File: config.mk
export PLATFORM = sky130hd
export DESIGN_NAME = i2s_dac_tx
export DESIGN_NICKNAME = d
export VERILOG_FILES = /design/src/rtl/i2s_dac_tx.sv
export SDC_FILE = /design/constraint.sdc
export NUM_CORES = 1
export LEC_CHECK = 0
export CAP_MARGIN = 20
export CORE_MARGIN = 1
export CORE_UTILIZATION = 60
export CTS_CLUSTER_DIAMETER = 120
export DETAILED_ROUTE_END_ITERATION = 16
export DONT_BUFFER_PORTS = 1
export PLACE_DENSITY = 0.76
export SETUP_SLACK_MARGIN = 0.4
export SLEW_MARGIN = 10
export SYNTH_ARGS = -nofsm -noshare
export SYNTH_HDL_FRONTEND = slang
export SYNTH_SLANG_ARGS = --single-unit
File: constraint.sdc
create_clock -name clock -period 10.9 [get_ports clock]
set_input_delay 1.09 -clock clock [delete_from_list [all_inputs] [get_ports clock]]
set_output_delay 1.09 -clock clock [all_outputs]
set_load 0.1 [all_outputs]
File: src/rtl/i2s_dac_tx.sv
// rtl/i2s_dac_tx.sv - I2S DAC transmitter: holding buffer, BCLK divider, 64-slot frame serializer.
// Define I2S_TX_UNDERRUN_CNT_EN to build the saturating underrun counter.
module i2s_dac_tx #(
  parameter int CLK_DIV = 4
) (
  input  logic        clock,
  input  logic        reset,
  input  logic [31:0] leftin,
  input  logic [31:0] rightin,
  input  logic        sample_valid,
  output logic        sample_ready,
  output logic        bclk,
  output logic        lrck,
  output logic        sdata,
  output logic        frame_start,
  output logic        underrun,
  output logic [15:0] underrun_cnt
);

  localparam int DW = 8;
  localparam logic [DW-1:0] DIV_LAST = DW'(CLK_DIV - 1);

  logic [DW-1:0] div;
  logic [5:0]    slot;
  logic [5:0]    slot_nx;
  logic [63:0]   shreg;
  logic [63:0]   hold;
  logic [63:0]   last_frame;
  logic          hold_full;
  logic          hold_full_nx;
  logic          primed;
  logic          tick;
  logic          fall;
  logic          load;
  logic          xfer;
  logic          underrun_ev;

  assign tick        = (div == DIV_LAST);
  assign fall        = tick & bclk;
  // Entering slot 1 loads the next frame; slot 0 still carries the previous right LSB.
  assign load        = fall & (slot == 6'd0);
  assign xfer        = sample_valid & sample_ready;
  assign underrun_ev = load & ~hold_full & primed;
  assign slot_nx     = slot + 6'd1;
  assign sdata       = shreg[63];

  always_comb begin
    hold_full_nx = hold_full;
    if (load) hold_full_nx = 1'b0;
    if (xfer) hold_full_nx = 1'b1;
  end

  always_ff @(posedge clock or posedge reset) begin
    if (reset) begin
      div          <= '0;
      bclk         <= 1'b0;
      slot         <= '0;
      lrck         <= 1'b0;
      shreg        <= '0;
      hold         <= '0;
      last_frame   <= '0;
      hold_full    <= 1'b0;
      primed       <= 1'b0;
      sample_ready <= 1'b1;
      frame_start  <= 1'b0;
      underrun     <= 1'b0;
    end else begin
      frame_start <= 1'b0;
      underrun    <= 1'b0;

      if (tick) begin
        div  <= '0;
        bclk <= ~bclk;
      end else begin
        div <= div + 8'd1;
      end

      if (fall) begin
        slot <= slot_nx;
        lrck <= slot_nx[5];
        if (load) begin
          frame_start <= 1'b1;
          if (hold_full) begin
            shreg      <= hold;
            last_frame <= hold;
          end else begin
            shreg    <= last_frame;
            underrun <= primed;
          end
        end else begin
          shreg <= {shreg[62:0], 1'b0};
        end
      end

      if (xfer) begin
        hold   <= {leftin, rightin};
        primed <= 1'b1;
      end

      hold_full    <= hold_full_nx;
      sample_ready <= ~hold_full_nx;
    end
  end

`ifdef I2S_TX_UNDERRUN_CNT_EN
  always_ff @(posedge clock or posedge reset) begin
    if (reset) begin
      underrun_cnt <= '0;
    end else if (underrun_ev && (underrun_cnt != 16'hFFFF)) begin
      underrun_cnt <= underrun_cnt + 16'd1;
    end
  end
`else
  assign underrun_cnt = '0;
`endif

endmodule

---- Word level (Yosys, flattened, before mapping) ----
Cells that the tools add are included.
Widths: inputs -> output; s select.
storage, ports and cells
  register bits after elaboration ......... 213
  input port bits ......................... 67
  output and inout bits ................... 22
  logic and storage cells ................. 32
operators by class
  add/sub/neg operators ................... 2
  equal/unequal tests ..................... 1
  muxes and demuxes ....................... 10
  bitwise gates (word level) .............. 5
  reduce and logical (&&, ||, !) cells .... 2
operator list
  cell                 number
  $mux 64              2
  $add 8x1->8 const B  1
  $eq 8x2->1 const B   1
  $mux 8               1
  $mux 1               7
  $add 6x1->6 const B  1
  $logic_not 6->1      1
  $and 1x1->1          3
  $not 1->1            2
  $reduce_and 2->1     1

---- Logic depth before layout (Yosys ltp) ----
  word-level depth ........................ 6
  mapped depth ............................ 9
  gate-level depth less buffers ........... 6

---- Worst setup path after synthesis ----
OpenSTA, ideal clock, no wires.
  path kind ............................... input to register
  from .................................... in sample_valid
  to ...................................... reg hold[10]
  setup time .............................. 0.125 ns
  data arrival time ....................... 2.212 ns
  required time ........................... 10.775 ns
  path slack .............................. 8.563 ns
  stages .................................. 4
  path buffers ............................ 2
  cells stage by stage .................... and2_1 -> clkbuf_1 -> clkbuf_1 -> mux2_2
on the way
  longest elaborated chain between the ends .. 1
ends and longest elaborated chain
  element               line  text
  start, declared       10    input logic sample_valid,
  $and 1x1->1           42    assign xfer = sample_valid & sample_ready;
  end signal, assigned  96    hold <= {leftin, rightin};
  end, declared         27    logic [63:0] hold;
Every way passes these cells.
A chain may end at the register's enable or synchronous reset.

---- Final worst setup path ----
  from .................................... reg bclk
  to ...................................... reg last_frame[60]
on the way
  longest elaborated chain between the ends .. 3
ends and longest elaborated chain
  element                         line  text
  start, declared                 12    output logic bclk,
  start signal, assigned          73    bclk <= ~bclk;
  $and 1x1->1 (*)                 39    assign fall = tick & bclk;
  $and 1x1->1                     41    assign load = fall & (slot == 6'd0);
  $reduce_and 2->1 (no line) (*)  -
  end signal, assigned            85    last_frame <= hold;
  end, declared                   28    logic [63:0] last_frame;
Every way passes the cells marked *; elsewhere a longest branch is shown, timed or not.

==> impl_metrics.ini <==
[die]
core_sq_um = 15370
dieWidth_microns = 128.4
ios = 89
fp.dieH_microns = 128.4
die-area_sq_um = 16490
initial_core_util_pct = 62.36
placementRows = 45

[finish]
multi_input_area_sq_um = 3934
antenna-diode-count = 0
fillers = 1095
final_common_cell = dfrtp_1
register_area_sq_um = 5308
area_delta_synth_final_pct = 8.654
drive_above_1_share_pct = 33.15
mostFrequentLayoutCells = dfrtp_1 (210), mux2_2 (143), nand2_1 (68), o21ai_0 (67), mux2i_1 (64)
nNetsFinal = 766

[detailed_routing]
drc = 0
ant_nets = 0
wl_per_cell_microns = 17.47
via_count = 5133
drt_pre_antenna_iters = 4
wirelength_mm = 16.12
via_per_inst = 5.561
drtIter0Drc = 263

[worst_setup_path]
cp-end-kind = flip-flop
ff2ff_setup_slack_ps = 7600
worstPathRequired_ps = 11280
critPathMaxFanout = 39
rr_startpoint = bclk
cp_data_arrival_time_ps = 3680
worst_path_max_delay_cell = dfrtp_1
crit_path_start = bclk
cp_cell_sequence = and3_1 -> nand3_4 -> clkinv_2 -> buf_4 -> mux2_2
cp-endpoint = last_frame[60]
critPathMaxStageDelay_ps = 1010
rr_endpoint = last_frame[60]
critPathLaunchType = flip-flop
crit_type = flip-flop to flip-flop
reg2regPathDepth = 5

[pwr]
netSwitchingFraction_pct = 24.65
p_clk_share_pct = 37.5
pwr_density_cell_nw_per_um2 = 199.3
p_leak_nw = 5.055
p_int_w = 0.001564
seqPwrFrac_pct = 47.5
power.switching_w = 0.0005116
ir_worst_vdd_mv = 0.1316
finalPower_w = 0.002075
combPwrFrac_pct = 15.1

[cts]
htreeDepth = 1
ctsRootBufferMaster = clkbuf_16
hold_buffers = 0
clock_tree.buffer_depth = 3
clkLatencyLatePin_ps = 500
path_clk_slew_ps = 60
cts_buffers = 22
cts_tree = built
cts_resized = 0
cts_setup_buffers = 0
cts.sinks = 212

[global_routing]
grt.overflow.total = 0
grt_pass1_wl_mm = 27.46
antenna_found_initial = 0
grt_max_degree = 132
track_usage_pct = 20.84
first_global_vias = 5516

[synth]
synth_edf_count = 0
synth-seq-cells = 212
ys.flop_type = dfrtp_1
synth_warnings = 0
ys_top_cells_by_area = dfrtp_1 (55%), mux2_2 (17%), mux2i_1 (6.7%)
synth_top_area_cell = dfrtp_1
synth_top_area_share_pct = 55.08
synth_cell_types = 35
synthCells = 709
seq_area_frac_synth_pct = 55.36
syn_area_sq_um = 9585
synthArstFlopShare_pct = 100.0
syn_area_per_cell_sq_um = 13.52

[sta]
hold_slack_ps = 472.3
slew_headroom_pct = 30.15
timing_hold_violations_final = 0
worstMarginPinSlew_ps = 1048
max_freq_mhz = 303.4
finalMaxSlewViolations = 0
clock_skew_ps = 7.350
post-route-min-period_ps = 3295
tns_ps = 0
rsz0062_at_grt = false
timing.final.crit_share_pct = 30.23
setup_viol = 0
worst_slack_ps = 7605

[placed_design]
portBuffers = 0
gp_congestion = 0.7336
dp_hpwl_mm = 9.697
place_ws_ps = 7605

[outcome]
outcome = complete, no violations

[min_path]
hold_class = flip-flop to flip-flop

[flow_run]
max_cap_violations = 0
-- per-layer routing --
layer / up-vias / wire (microns) / GRT usage [%]
met4: 0 / 318 / 5.813
met5: - / 0 / 0
met3: 32 / 562 / 3.867
met2: 75 / 7938 / 34.59
met1: 2615 / 7303 / 28.30
li1: 2411 / - / -
-- state kept, by name, indices dropped and copies added, names as in the netlist --
name,flops
last_frame,64
bclk,1
lrck,1
sample_ready,1
primed,1
slot,5
hold_full,1
shreg,64
underrun,1
div,8
hold,64
frame_start,1
-- worst min-delay path by stage --
stage               startpoint        end  slack [ps]  depth (start not counted)
finish                  primed     primed         470                          1
global route         shreg[49]  shreg[49]         500                          2
CTS                     primed     primed         470                          1
detailed placement      primed     primed         460                          1
global placement        primed     primed         440                          1
floorplan               primed     primed         430                          1
-- critical path: cells and delay by family (launching register included) --
kind,cells,cell delay [ps]
buffers and inverters,2,1090
DFF,1,1010
muxes,1,410
and+or+nand+nor,2,610
-- metrics by stage --
| step | instance area, sq um | util, % | cells |
|---|---|---|---|
| after floorplan | 9642 | - | 724 |
| after global placement | 9567 | 62.24 | 880 |
| after detailed placement | 9567 | 62.24 | 880 |
| after CTS | 10330 | 67.22 | 920 |
| after global routing | 10420 | 67.76 | 923 |
| final | 10420 | 67.76 | 923 |
-- cells in the mapped netlist, types with 2 or more instances --
library cell  instances
xor2_1                3
nor3_1                2
buf_2                15
dfrtp_1             211
o21ai_0              67
mux2_2              143
ha_1                  3
inv_1                 5
buf_1                 3
mux2_4               40
nor2_1                2
xnor2_1               9
buf_12                5
mux2i_1              64
nand2_1              69
and2_1                2
nand3_1               4
clkbuf_1             17
mux2_1                7
nand4_1               3
buf_4                18
and3_1                4
-- area by class of cell --
type	count	area share (%)
flip-flops and latches	212	50.96
well taps	211	2.535
clock inverters	5	0.7208
clock buffers	35	6.631
repair buffers	7	1.081
inverters	6	0.3003
multi-input cells	447	37.77
-- cells by family after synthesis --
family                   count (synthesis)  share of synthesized area (%)
AO/OA/AOI/OAI                           69                          3.629
XOR/XNOR                                12                          1.097
adder cells (fa/ha/maj)                  3                         0.3916
buffers and inverters                   65                          4.425
flip-flops                             212                          55.36
multiplexers                           254                          30.57
other                                    1                        0.03912
AND/OR/NAND/NOR                         93                          4.490
-- power groups by stage --
stage	Clock [W]	Combinational (W)	Sequential, W
3_3_place_gp	0	0.000297	0.000996
3_5_place_dp	0	0.000313	0.000999
2_1_floorplan	0	0.000278	0.000963
5_1_grt	0.000824	0.000345	0.00100
6_report	0.000777	0.000313	0.000985
4_1_cts	0.000792	0.000316	0.000987
No activity file was read; power rests on OpenSTA's default activity.
